--- src/rtl/my_and.sv ---
// my_and: two-input AND with a clocked observation side-band.
// z is purely combinational; z_q, z_rise and hi_cnt are monitoring registers
// sampled on each rising clk edge, cleared by a synchronous active-high rst.
module my_and #(
  parameter int CNT_W = 8
) (
  input  logic             clk,
  input  logic             rst,
  input  logic             x,
  input  logic             y,
  output logic             z,
  output logic             z_q,
  output logic             z_rise,
  output logic [CNT_W-1:0] hi_cnt
);

  localparam logic [CNT_W-1:0] CNT_MAX = '1;

  // Previous value of z_q; z_rise must always equal z_q & ~z_prev.
  logic z_prev;

  // Combinational AND, independent of clock and reset.
  assign z = x & y;

  // Side-band registers: registered copy, rising-edge pulse, saturating count.
  always_ff @(posedge clk) begin
    if (rst) begin
      z_q    <= 1'b0;
      z_prev <= 1'b0;
      z_rise <= 1'b0;
      hi_cnt <= '0;
    end else begin
      z_q    <= z;
      z_prev <= z_q;
      z_rise <= z & ~z_q;
      if (z && (hi_cnt != CNT_MAX)) begin
        hi_cnt <= hi_cnt + CNT_W'(1);
      end
    end
  end

  // The pulse is produced one stage early from z; it must line up with the
  // 0->1 step seen between z_prev and z_q.
  rise_consistent : assert property (@(posedge clk) disable iff (rst)
    z_rise == (z_q & ~z_prev));

endmodule

--- config.mk ---
export PLATFORM = sky130hd
export DESIGN_NAME = my_and
export DESIGN_NICKNAME = d
export VERILOG_FILES = /design/src/rtl/my_and.sv
export SDC_FILE = /design/constraint.sdc
export NUM_CORES = 1
export LEC_CHECK = 0
export CAP_MARGIN = 15
export CORE_AREA = 2 2 39 41
export DETAILED_ROUTE_END_ITERATION = 12
export DIE_AREA = 0 0 41 43
export GPL_TIMING_DRIVEN = 0
export PLACE_DENSITY = 0.61
export SLEW_MARGIN = 20
export SYNTH_ARGS = -nofsm -noshare
export SYNTH_HDL_FRONTEND = slang
export SYNTH_SLANG_ARGS = --single-unit
--- constraint.sdc ---
create_clock -name clk -period 1.93 [get_ports clk]
set_input_delay 0.2895 -clock clk [delete_from_list [all_inputs] [get_ports clk]]
set_output_delay 0.2895 -clock clk [all_outputs]
set_load 0.01 [all_outputs]
==> results.md <==
* Status: finished clean
* Net Switching at 0.00008205 W
* HPWL Detailed at 706.4 µm
* Cell Rows at 14
* Layout area overhead at 38.66%
* Num CTS Buffers at 3
* Fmax at 546.5 MHz
* Initial antenna violation count at 0
* Layout cell share with drive strength beyond 1 at 7.353%
* Via Count at 425
* Power Dens Cells at 618.7 nW/µm²
* 1st-iter DRT viols at 7
* Mapped Nets at 57
* Setup CP Type: input pin to output pin
* Post-CTS setup buffer count at 0
* H-tree Lvls at 1
* Remaining DRCs at 0
* Clock Tree Buf Depth at 2
* Sum Neg Setup Slack at 0 ns
* Post-synth cell types at 23
* Crit path required time at 1.64 ns
* Fill count at 145
* Unrepaired setup endpoints after global routing: false
* Fin nets at 75
* Post-route total power at 0.0003832 W
* CTS tree: yes
* Vias in the first global route at 387
* Max IR drop VDD at 0.2982 mV
* Number of detailed-route iterations in the first pass at 2
* Worst hold path class: input pin to flop
* Final Slew Violations at 0
* Final GP Congestion at 0.7090
* Maxcap violations at 0
* First-pass GRT wire length at 1.524 mm
* Seq/Total Area, Yosys at 44.82%
* Cell taking the most area after synthesis: dfxtp_1
* Syn Area/Cell at 8.590 µm²
* Minimum clock period at 1.830 ns
* Die X at 41 µm
* Initial Util at 32.28%
* Tcrit/Tclk final at 94.81%
* Most common cell after layout, fill and taps aside: clkdlybuf4s50_1
* Cell area after synthesis at 446.7 µm²
* Clock power frac at 35.4%
* Largest net degree at the start of global routing at 11
* Drt wl/cell at 10.49 µm
* Commonest non-fill, non-tap cells in the layout: 13 x clkdlybuf4s50_1, 10 x dfxtp_1, 8 x nor2_1
* Ports at 15
* Worst-Margin Slew at 0.3533 ns
* Clk_lat worst skew at 0.26 ns
* DIE AREA at 1763 µm²
* CTS Root Cell: clkbuf_4
* Int Pwr at 0.0003012 W
* Final Hold Fails at 0
* Fin Clk Skew at 0.003055 ns
* LEAKAGE at 0.2175 nW
* Vias per cell at 5.060
* Logic pwr share at 8.6%
* Die Height at 43 µm
* Top cells by area, synth: dfxtp_1 45%, nor2_1 6.7%, a21oi_1 4.5%, nor3_1 4.5%, a211oi_1 3.4%
* Place WS at 0.09527 ns
* I/O Buffers at 13
* Final setup margin at 0.1001 ns
* Hold Buf Count CTS at 0
* Clock-pin slew on the worst setup and hold paths at 0.06 ns
* Routed Antenna Nets at 0
* Cells resized by post-CTS repair at 0
* CP Capture Type: output pin
* Yosys top cell area share at 44.82%
* Fin util at 44.76%
* Seq pwr share at 56.1%
* Final-report setup violation count at 0
* Slew headroom at 76.20%
* Overflow after GRT at 0
* Switch share at 21.41%
* Clock Sinks at 10
* Synth Warn # at 0
* Total routed wirelength at 881 µm
* Synth Register Bits at 10
* CP arrival at 1.54 ns
* Post-Synthesis Cells at 52
* Core region area at 1384 µm²
* Antenna cell count at 0
* Crit Path Max Fanout at 5
* CP Launch Type: input pin
* GR Util All Layers at 12.58%
final timing paths:
| check | from | to | slack [ns] | cells after the start |
|---|---|---|---|---|
| worst max-delay path | x | z | 0.10 | 4 |
| worst min-delay path | rst | hi_cnt[5]$_SDFFE_PP0P_ | 0.24 | 2 |
| worst max register to register | hi_cnt[0]$_SDFFE_PP0P_ | hi_cnt[1]$_SDFFE_PP0P_ | 0.44 | 5 |
| worst min register to register | z_q$_SDFF_PP0_ | z_rise$_SDFF_PP0_ | 0.42 | 1 |
registers in the layout (all words and copies together) (netlist names):
signal and cells:
z_q 1, hi_cnt 8, z_rise 1
power by group through the flow:
stage	logic [W]	clock network, W	registers (W)
floorplan	0.0000134	0	0.000221
global placement	0.0000330	0	0.000219
detailed placement	0.0000335	0	0.000219
CTS	0.0000333	0.000143	0.000215
global route	0.0000360	0.000150	0.000215
finish	0.0000328	0.000136	0.000215
metal layers:
metal,up-vias,part of all wire (%),track usage (%)
met5,-,0,0
met4,0,0.79,8.000
met3,2,5.1,3.141
met2,11,45,18.13
met1,189,49,15.86
li1,223,-,-
metrics by stage:
| stage | instances | hold WS [ns] | cell area, µm² |
|---|---|---|---|
| after floorplan | 52 | 0.4689 | 446.7 |
| after CTS | 84 | 0.2338 | 619.3 |
| final | 84 | 0.2377 | 619.3 |
| after detailed placement | 81 | 0.4165 | 596.8 |
| after global routing | 84 | 0.2310 | 619.3 |
| after global placement | 81 | 0.4085 | 596.8 |
synthesized netlist by cell type:
cell type  instances
or3_1              1
or4_1              1
nor3_1             4
nand3_1            2
o21ai_0            2
and3_1             1
xnor2_1            1
nand4_1            2
o31ai_1            1
a21oi_1            4
xor2_1             1
and4_1             1
nand2_1            3
mux2i_1            1
ha_1               1
nor2b_1            1
inv_1              2
a211oi_1           2
dfxtp_1           10
nand3_2            1
or2_1              1
buf_6              1
nor2_1             8
cell type report:
type	instances	area, µm²	share of cell area [%]
Timing Repair Buffer	13	130.1	21.01
Inverter	2	7.507	1.212
Buffer	1	11.26	1.818
Tap cell	16	20.02	3.232
Clock buffer	3	22.52	3.636
Multi-Input combinational cell	39	227.7	36.77
Sequential cell	10	200.2	32.32
critical path, stage by stage:
cell and delay, ns:
clkdlybuf4s50_1 0.47, nand2_1 0.12, inv_1 0.11, clkdlybuf4s50_1 0.54
kinds of logic (layout without fill, tap and decap cells):
group / after synthesis / after routing / share of synthesized area (%)
AO/OA/AOI/OAI: 9 / 9 / 11.76
XOR/XNOR: 2 / 2 / 3.922
adder cells (fa/ha/maj): 1 / 1 / 2.801
buffers and inverters: 3 / 19 / 4.202
flip-flops: 10 / 10 / 44.82
multiplexers: 1 / 1 / 2.241
AND/OR/NAND/NOR: 26 / 26 / 30.26
Note: power is estimated with default switching activity, not from simulation.
